File: src/rtl/pipe_hazard_ctrl_pkg.sv
// Shared types and constants for the pipeline hazard sequencer.
package hazard_pkg;

  localparam int unsigned REG_W = 5;
  localparam logic [REG_W-1:0] XZR = 5'd31;

  typedef enum logic [1:0] {
    RUN      = 2'd0,
    LU_STALL = 2'd1,
    FL_STALL = 2'd2,
    BR_FLUSH = 2'd3
  } hz_state_t;

endpackage

File: src/rtl/pipe_hazard_ctrl_if.sv
// ID/EX hazard-observation and pipeline-control bundle.
// slave: the hazard sequencer; master: the pipeline datapath.
interface pipe_hazard_ctrl_if;
  import hazard_pkg::*;

  logic             id_valid;
  logic [REG_W-1:0] id_rn;
  logic             id_rn_used;
  logic [REG_W-1:0] id_rm;
  logic             id_rm_used;
  logic             id_flag_use;
  logic             ex_valid;
  logic             ex_memRead;
  logic [REG_W-1:0] ex_rd;
  logic             ex_set_flags;
  logic             br_taken_ex;

  logic             pc_en;
  logic             ifid_en;
  logic             ifid_flush;
  logic             idex_bubble;
  logic [1:0]       hz_state;
  logic [31:0]      stall_cnt;
  logic [31:0]      flush_cnt;

  modport slave (
    input  id_valid, id_rn, id_rn_used, id_rm, id_rm_used, id_flag_use,
    input  ex_valid, ex_memRead, ex_rd, ex_set_flags, br_taken_ex,
    output pc_en, ifid_en, ifid_flush, idex_bubble, hz_state,
    output stall_cnt, flush_cnt
  );

  modport master (
    output id_valid, id_rn, id_rn_used, id_rm, id_rm_used, id_flag_use,
    output ex_valid, ex_memRead, ex_rd, ex_set_flags, br_taken_ex,
    input  pc_en, ifid_en, ifid_flush, idex_bubble, hz_state,
    input  stall_cnt, flush_cnt
  );

endinterface

File: src/rtl/pipe_hazard_ctrl_reg_match.sv
// Compares one ID source register against the EX destination; XZR never matches.
module hazard_reg_match
  import hazard_pkg::*;
(
  input  logic [REG_W-1:0] srcReg,
  input  logic             srcUsed,
  input  logic [REG_W-1:0] exRd,
  output logic             match
);

  assign match = srcUsed && (srcReg == exRd) && (exRd != XZR);

endmodule

File: src/rtl/pipe_hazard_ctrl.sv
// Pipeline hazard sequencer: load-use / flag stalls and taken-branch flushes.
// Define HAZ_PERF_CNT_EN to build the stall/flush performance counters.
module pipe_hazard_ctrl
  import hazard_pkg::*;
#(
  parameter int unsigned LOAD_LAT    = 1,
  parameter int unsigned FLAG_LAT    = 1,
  parameter int unsigned FLUSH_DEPTH = 1,
  parameter int unsigned CNT_W       = 2
) (
  input  logic             clk,
  input  logic             rst,
  pipe_hazard_ctrl_if.slave hz
);

  hz_state_t        state, stateNext;
  logic [CNT_W-1:0] cnt, cntNext;
  logic             rnMatch, rmMatch;
  logic             loadUse, flagHaz, brTake;
  logic             pcEn, ifidEn, ifidFlush, idexBubble;

  hazard_reg_match uRnMatch (
    .srcReg (hz.id_rn),
    .srcUsed(hz.id_rn_used),
    .exRd   (hz.ex_rd),
    .match  (rnMatch)
  );

  hazard_reg_match uRmMatch (
    .srcReg (hz.id_rm),
    .srcUsed(hz.id_rm_used),
    .exRd   (hz.ex_rd),
    .match  (rmMatch)
  );

  assign loadUse = hz.ex_valid && hz.ex_memRead && hz.id_valid && (rnMatch || rmMatch);
  assign flagHaz = hz.ex_valid && hz.ex_set_flags && hz.id_valid && hz.id_flag_use;
  // A branch is honoured in every state except BR_FLUSH, including the stall
  // states where it is a protocol violation but still wins over the stall.
  assign brTake  = hz.br_taken_ex && (state != BR_FLUSH);

  always_ff @(posedge clk or posedge rst) begin
    if (rst) begin
      state <= RUN;
      cnt   <= '0;
    end else begin
      state <= stateNext;
      cnt   <= cntNext;
    end
  end

  always_comb begin
    stateNext = state;
    cntNext   = cnt;
    if (brTake) begin
      if (FLUSH_DEPTH > 1) begin
        stateNext = BR_FLUSH;
        cntNext   = CNT_W'(FLUSH_DEPTH - 1);
      end else begin
        stateNext = RUN;
        cntNext   = '0;
      end
    end else begin
      unique case (state)
        RUN: begin
          if (loadUse) begin
            if (LOAD_LAT > 1) begin
              stateNext = LU_STALL;
              cntNext   = CNT_W'(LOAD_LAT - 1);
            end
          end else if (flagHaz) begin
            if (FLAG_LAT > 1) begin
              stateNext = FL_STALL;
              cntNext   = CNT_W'(FLAG_LAT - 1);
            end
          end
        end
        LU_STALL, FL_STALL, BR_FLUSH: begin
          cntNext = cnt - CNT_W'(1);
          if (cnt == CNT_W'(1)) stateNext = RUN;
        end
        default: begin
          stateNext = RUN;
          cntNext   = '0;
        end
      endcase
    end
  end

  always_comb begin
    pcEn       = 1'b1;
    ifidEn     = 1'b1;
    ifidFlush  = 1'b0;
    idexBubble = 1'b0;
    if (rst) begin
      pcEn       = 1'b0;
      ifidEn     = 1'b0;
      ifidFlush  = 1'b1;
      idexBubble = 1'b1;
    end else if (brTake || state == BR_FLUSH) begin
      ifidFlush  = 1'b1;
      idexBubble = 1'b1;
    end else if (state == LU_STALL || state == FL_STALL ||
                 (state == RUN && (loadUse || flagHaz))) begin
      pcEn       = 1'b0;
      ifidEn     = 1'b0;
      idexBubble = 1'b1;
    end
  end

  assign hz.pc_en       = pcEn;
  assign hz.ifid_en     = ifidEn;
  assign hz.ifid_flush  = ifidFlush;
  assign hz.idex_bubble = idexBubble;
  assign hz.hz_state    = state;

`ifdef HAZ_PERF_CNT_EN
  logic [31:0] stallCnt, flushCnt;

  always_ff @(posedge clk or posedge rst) begin
    if (rst) begin
      stallCnt <= '0;
      flushCnt <= '0;
    end else begin
      if (!pcEn)  stallCnt <= stallCnt + 32'd1;
      if (brTake) flushCnt <= flushCnt + 32'd1;
    end
  end

  assign hz.stall_cnt = stallCnt;
  assign hz.flush_cnt = flushCnt;
`else
  assign hz.stall_cnt = '0;
  assign hz.flush_cnt = '0;
`endif

endmodule
File: src/flat_wrapper.sv
// flat-port wrapper written by rule: the top's interface ports become plain ports
module pipe_hazard_ctrl_flat import hazard_pkg::*;
#(
  parameter int unsigned LOAD_LAT    = 1,
  parameter int unsigned FLAG_LAT    = 1,
  parameter int unsigned FLUSH_DEPTH = 1,
  parameter int unsigned CNT_W       = 2
)
  (clk, rst, hz_id_valid, hz_id_rn, hz_id_rn_used, hz_id_rm, hz_id_rm_used, hz_id_flag_use, hz_ex_valid, hz_ex_memRead, hz_ex_rd, hz_ex_set_flags, hz_br_taken_ex, hz_pc_en, hz_ifid_en, hz_ifid_flush, hz_idex_bubble, hz_hz_state, hz_stall_cnt, hz_flush_cnt);
  pipe_hazard_ctrl_if hz_i ();
  input  logic clk;
  input  logic rst;
  input wire logic [$bits(hz_i.id_valid)-1:0] hz_id_valid;
  input wire logic [$bits(hz_i.id_rn)-1:0] hz_id_rn;
  input wire logic [$bits(hz_i.id_rn_used)-1:0] hz_id_rn_used;
  input wire logic [$bits(hz_i.id_rm)-1:0] hz_id_rm;
  input wire logic [$bits(hz_i.id_rm_used)-1:0] hz_id_rm_used;
  input wire logic [$bits(hz_i.id_flag_use)-1:0] hz_id_flag_use;
  input wire logic [$bits(hz_i.ex_valid)-1:0] hz_ex_valid;
  input wire logic [$bits(hz_i.ex_memRead)-1:0] hz_ex_memRead;
  input wire logic [$bits(hz_i.ex_rd)-1:0] hz_ex_rd;
  input wire logic [$bits(hz_i.ex_set_flags)-1:0] hz_ex_set_flags;
  input wire logic [$bits(hz_i.br_taken_ex)-1:0] hz_br_taken_ex;
  output wire logic [$bits(hz_i.pc_en)-1:0] hz_pc_en;
  output wire logic [$bits(hz_i.ifid_en)-1:0] hz_ifid_en;
  output wire logic [$bits(hz_i.ifid_flush)-1:0] hz_ifid_flush;
  output wire logic [$bits(hz_i.idex_bubble)-1:0] hz_idex_bubble;
  output wire logic [$bits(hz_i.hz_state)-1:0] hz_hz_state;
  output wire logic [$bits(hz_i.stall_cnt)-1:0] hz_stall_cnt;
  output wire logic [$bits(hz_i.flush_cnt)-1:0] hz_flush_cnt;
  assign hz_i.id_valid = hz_id_valid;
  assign hz_i.id_rn = hz_id_rn;
  assign hz_i.id_rn_used = hz_id_rn_used;
  assign hz_i.id_rm = hz_id_rm;
  assign hz_i.id_rm_used = hz_id_rm_used;
  assign hz_i.id_flag_use = hz_id_flag_use;
  assign hz_i.ex_valid = hz_ex_valid;
  assign hz_i.ex_memRead = hz_ex_memRead;
  assign hz_i.ex_rd = hz_ex_rd;
  assign hz_i.ex_set_flags = hz_ex_set_flags;
  assign hz_i.br_taken_ex = hz_br_taken_ex;
  assign hz_pc_en = hz_i.pc_en;
  assign hz_ifid_en = hz_i.ifid_en;
  assign hz_ifid_flush = hz_i.ifid_flush;
  assign hz_idex_bubble = hz_i.idex_bubble;
  assign hz_hz_state = hz_i.hz_state;
  assign hz_stall_cnt = hz_i.stall_cnt;
  assign hz_flush_cnt = hz_i.flush_cnt;
  pipe_hazard_ctrl #(.LOAD_LAT(LOAD_LAT), .FLAG_LAT(FLAG_LAT), .FLUSH_DEPTH(FLUSH_DEPTH), .CNT_W(CNT_W)) u_core (.clk(clk), .rst(rst), .hz(hz_i));
endmodule
File: config.mk
export PLATFORM = sky130hd
export DESIGN_NAME = pipe_hazard_ctrl_flat
export DESIGN_NICKNAME = d
export VERILOG_FILES = /design/src/rtl/pipe_hazard_ctrl_pkg.sv /design/src/rtl/pipe_hazard_ctrl_if.sv /design/src/rtl/pipe_hazard_ctrl_reg_match.sv /design/src/rtl/pipe_hazard_ctrl.sv /design/src/flat_wrapper.sv
export SDC_FILE = /design/constraint.sdc
export NUM_CORES = 1
export LEC_CHECK = 0
export BUFFER_PORTS_ARGS = -buffer_cell sky130_fd_sc_hd__buf_2
export CORE_MARGIN = 8
export CORE_UTILIZATION = 29
export DETAILED_ROUTE_END_ITERATION = 10
export PLACE_DENSITY = 0.82
export SETUP_SLACK_MARGIN = 0.02
export SYNTH_ARGS = -nofsm -noshare
export SYNTH_HDL_FRONTEND = slang
export SYNTH_SLANG_ARGS = --single-unit
File: constraint.sdc
create_clock -name clk -period 1.3 [get_ports clk]
set_clock_uncertainty 0.2 [all_clocks]
set_input_delay 0.13 -clock clk [delete_from_list [all_inputs] [get_ports clk]]
set_output_delay 0.13 -clock clk [all_outputs]
set_load 0.01 [all_outputs]
== Word-level counts from Yosys, hierarchy flattened ==
Index checks and enable logic that the tools add are counted.

* Register bits after elaboration: 4
* Input bits: 25
* Output and inout port bits: 70
* Logic and storage cells: 46

* Add/sub/neg operators: 1
* Eq/ne operators: 8
* Mux-type cells: 13
* Reduce and logical (&&, ||, !) cells: 22

{| class="wikitable"
|+ Operators by type and width
! operator !! number
|-
| 1-bit logical AND || 12
|-
| 5-bit equality test || 2
|-
| 2-bit 2-to-1 mux || 5
|-
| 1-bit 2-to-1 mux || 8
|-
| 1-bit logical OR || 5
|-
| 5-bit inequality test (second input constant) || 1
|-
| 2-bit by 1-bit equality test with 1-bit output (second input constant) || 2
|-
| 2-bit equality test (second input constant) || 2
|-
| 2-bit nonzero test || 2
|-
| 3-bit OR reduction || 1
|-
| 2-bit zero test || 1
|-
| 2-bit inequality test (second input constant) || 1
|-
| 2-bit AND reduction || 1
|-
| 2-bit by 1-bit subtractor with 2-bit output (second input constant) || 1
|}

== Longest topological paths before layout ==
* Depth after elaboration: 11
* Depth in mapped cells: 5

== Hierarchy ==
A second synthesis with hierarchy kept.

* Cells, all modules: 98
* Area total of the unflattened synthesis: 710.7 um^2

{| class="wikitable"
|+ Modules (own cells, without submodules)
! module !! instances !! cells each !! area each (um^2)
|-
| pipe_hazard_ctrl || 1 || 76 || 545.5
|-
| hazard_reg_match || 2 || 11 || 82.6
|}

== Worst setup path after synthesis ==
Ideal clock, no wire load.

* Path type: in2out
* Start point: in hz_ex_rd[1]
* End point: out hz_pc_en
* Arrival: 1.149 ns
* Path slack: -0.179 ns
* Stages: 5
* Path through: xor2_1 -> nor4_2 -> a32oi_1 -> o31a_1 -> buf_4

* Cells in the longest elaborated chain, start to end: 11
* Elaborated cells between the ends (all ways): 15

{| class="wikitable"
|+ Ends and longest elaborated chain
! what !! RTL line !! RTL
|-
| start, declared || flat_wrapper.sv:21 || <nowiki>input wire logic [$bits(hz_i.ex_rd)-1:0] hz_ex_rd;</nowiki>
|-
| 5-bit equality test || pipe_hazard_ctrl_reg_match.sv:11 || <nowiki>assign match = srcUsed && (srcReg == exRd) && (exRd != XZR);</nowiki>
|-
| 1-bit logical AND (2 in a row) || pipe_hazard_ctrl_reg_match.sv:11 ||
|-
| 1-bit logical OR (*) || pipe_hazard_ctrl.sv:36 || <nowiki>assign loadUse = hz.ex_valid && hz.ex_memRead && hz.id_valid && (rnMatch || rmMatch);</nowiki>
|-
| 1-bit logical AND (*) || pipe_hazard_ctrl.sv:36 ||
|-
| 1-bit logical OR (*) || pipe_hazard_ctrl.sv:104 || <nowiki>(state == RUN && (loadUse || flagHaz))) begin</nowiki>
|-
| 1-bit logical AND (*) || pipe_hazard_ctrl.sv:104 ||
|-
| 1-bit logical OR (*) || pipe_hazard_ctrl.sv:103 || <nowiki>end else if (state == LU_STALL || state == FL_STALL ||</nowiki>
|-
| 1-bit 2-to-1 mux (*) (3 in a row) || n/a ||
|-
| end, declared || flat_wrapper.sv:24 || <nowiki>output wire logic [$bits(hz_i.pc_en)-1:0] hz_pc_en;</nowiki>
|}

Every way passes the cells marked *; elsewhere a longest branch is shown, timed or not.

== Worst setup path in the final report ==
* Start point: in hz_id_rn[3]
* End point: out hz_pc_en

* Cells in the longest elaborated chain, start to end: 11

{| class="wikitable"
|+ Ends and longest elaborated chain
! what !! RTL line !! RTL
|-
| start, declared || flat_wrapper.sv:14 || <nowiki>input wire logic [$bits(hz_i.id_rn)-1:0] hz_id_rn;</nowiki>
|-
| 5-bit equality test || pipe_hazard_ctrl_reg_match.sv:11 ||
|-
| 1-bit logical AND (2 in a row) || pipe_hazard_ctrl_reg_match.sv:11 ||
|-
| 1-bit logical OR || pipe_hazard_ctrl.sv:36 ||
|-
| 1-bit logical AND || pipe_hazard_ctrl.sv:36 ||
|-
| 1-bit logical OR || pipe_hazard_ctrl.sv:104 ||
|-
| 1-bit logical AND || pipe_hazard_ctrl.sv:104 ||
|-
| 1-bit logical OR || pipe_hazard_ctrl.sv:103 ||
|-
| 1-bit 2-to-1 mux || pipe_hazard_ctrl.sv:103 ||
|-
| 1-bit 2-to-1 mux || pipe_hazard_ctrl.sv:100 || <nowiki>end else if (brTake || state == BR_FLUSH) begin</nowiki>
|-
| 1-bit 2-to-1 mux || pipe_hazard_ctrl.sv:95 || <nowiki>if (rst) begin</nowiki>
|}

Every way passes these cells.

==> results.yml <==
global_routing:
  grt-ovfl-total: 0
  grt_util_all_layers: 0.0616
  grt_pass1_vias: 536
  antenna_found_initial: 0
  grt_max_degree: 4
  grt_pass1_wl_mm: 2.27
die:
  start_util: 0.309
  fp-row-count: 17
  die-area_um2: 4160
  core_um2: 2210
  io_pins: 95
  dieWidth_um: 64.5
  die_y_um: 64.5
routing:
  drc_errors: 0
  drtIter0Drc: 5
  wirelength_mm: 1.56
  drt_first_pass_iters: 2
  antenna_left: 0
  vias: 465
  wl_per_cell_um: 10.6
  routed_via_density: 3.16
worst_setup_path:
  start_kind: "primary input"
  cp-end-kind: "output pin"
  critical_path_class: "in2out"
  required_ps: 970
  critPathArrivalTime_ps: 1270
  crit_fanout: 2
timing:
  rsz0062_at_grt: "yes"
  whs_ps: 357
  hold_viol: 0
  finalWorstSetupSlack_ps: -297
  drv_slew: 0
  max_freq_mhz: 626
  setup_viol: 3
  fin_crit_sh: 1.23
  period_needed_ps: 1600
  finalSetupTns_ps: -794
cells_and_area:
  regArea_um2: 0
  drive_above_1_share: 0.286
  nClkBuffers: 0
  final_nets: 146
  instances_no_fill: 147
  flops_and_latches: 0
  final_cell_area_um2: 663
  diodes: 0
  area_growth_pct: -2.93
synth:
  synth_common_cells: "67 x buf_4, 8 x xor2_1, 3 x nor2_1"
  ys_types: 15
  synth_top_area_cell: "buf_4"
  syn-cell-area_um2: 683
  synth_cells: 92
  syn_area_per_cell_um2: 7.43
  synth_seq_area_share: 0
  synth_warnings: 0
  synth.most_common_cell: "buf_4"
  yosys-top-cells-area: "buf_4 74%, xor2_1 10%, xnor2_1 2.6%, nand4_1 1.8%, nor4_2 1.8%"
  yosys.area.top_type_share: 0.736
place:
  globalplace.congestion: 0.703
  portBuffers: 28
  placedCellCount: 147
  dpl-instance-area_um2: 607
  dp_hpwl_mm: 1.50
  pre_cts_ws_ps: -365
clock_network:
  cts_setup_buffers: 0
pwr:
  power_density_nw_per_um2: 317
  p_leak_nw: 0.405
  vdd_drop_max_mv: 0.125
job:
  max_cap_violations: 0
worst_hold_path:
  hp-class: "in2out"
  min_to: "hz_ifid_flush"
  whs_path_depth: 4
  hp-start: "rst"
outcome:
  status: "complete, but fails checks"
  violations: "setup timing"
[through the flow]
stage                     total power, mW   util
after floorplan                     0.273      -
after global placement              0.181  0.274
after detailed placement            0.183  0.274
after CTS                           0.202  0.300
after global routing                0.233  0.300
final                               0.210  0.300
[power breakdown]
part	internal (mW)	switching, mW	leakage (nW)
registers	0	0	0
logic	0.0659	0.144	0.405
clock network	0	0	0
[layout make-up]
type / instances / area (um^2)
Multi-Input combinational cell: 89 / 449
Timing Repair Buffer: 29 / 175
Inverter: 1 / 3.75
Fill cell: 250 / 1550
Tap cell: 28 / 35.0
[critical path, cell delays in order]
cell and delay [ps]:
buf_6 100, xor2_2 160, nor4_2 290, a32oi_2 170, o31a_1 270, buf_2 150
[worst max path at each step]
stage | cells after the start | startpoint | endpoint | slack [ps]
after floorplan | 5 | hz_ex_rd[1] | hz_pc_en | -180
after global placement | 6 | hz_ex_rd[2] | hz_ifid_en | -350
after detailed placement | 6 | hz_ex_rd[2] | hz_pc_en | -370
after CTS | 6 | hz_id_rn[3] | hz_pc_en | -320
after global routing | 6 | hz_id_rn[3] | hz_pc_en | -420
final | 6 | hz_id_rn[3] | hz_pc_en | -300
[cell families (layout without fill, tap and decap cells)]
| logic type | count (synthesis) | after routing | synth area share |
|---|---|---|---|
| other | 1 | 66 | 0.00549 |
| XOR/XNOR | 10 | 10 | 0.128 |
| buffers and inverters | 68 | 30 | 0.742 |
| AO/OA/AOI/OAI | 3 | 3 | 0.0366 |
| AND/OR/NAND/NOR | 10 | 10 | 0.0879 |
[placed cells by master (no fill, tap or decap)]
master    synthesis  layout
a32oi_2           0       1
buf_6             0       4
buf_2             0      23
nor2_1            3       3
conb_1            1      66
buf_4            67       2
nand4_1           2       2
nand3_1           1       1
xor2_1            8       6
and3_1            1       1
xnor2_1           2       2
xor2_2            0       2
and2_0            1       1
o211ai_1          1       1
inv_1             1       1
o31a_1            1       1
nor4_2            1       2
[metal layers]
layer | track usage | wire length [um] | vias up | part of all wire
met5 | 0 | 0 | - | 0
met2 | 0.118 | 708 | 61 | 0.46
met1 | 0.0616 | 533 | 194 | 0.34
met4 | 0 | 0 | 0 | 0
li1 | - | - | 210 | -
met3 | 0.0309 | 313 | 0 | 0.20
[repair_timing]
action                                  4_1_cts  5_1_grt
resized for setup                            11        0
pin swaps                                     8        0
cloned                                        0        0
endpoints found under the setup margin        3        3
hold buffers                                  0        0
No activity file was read; power rests on OpenSTA's default activity.
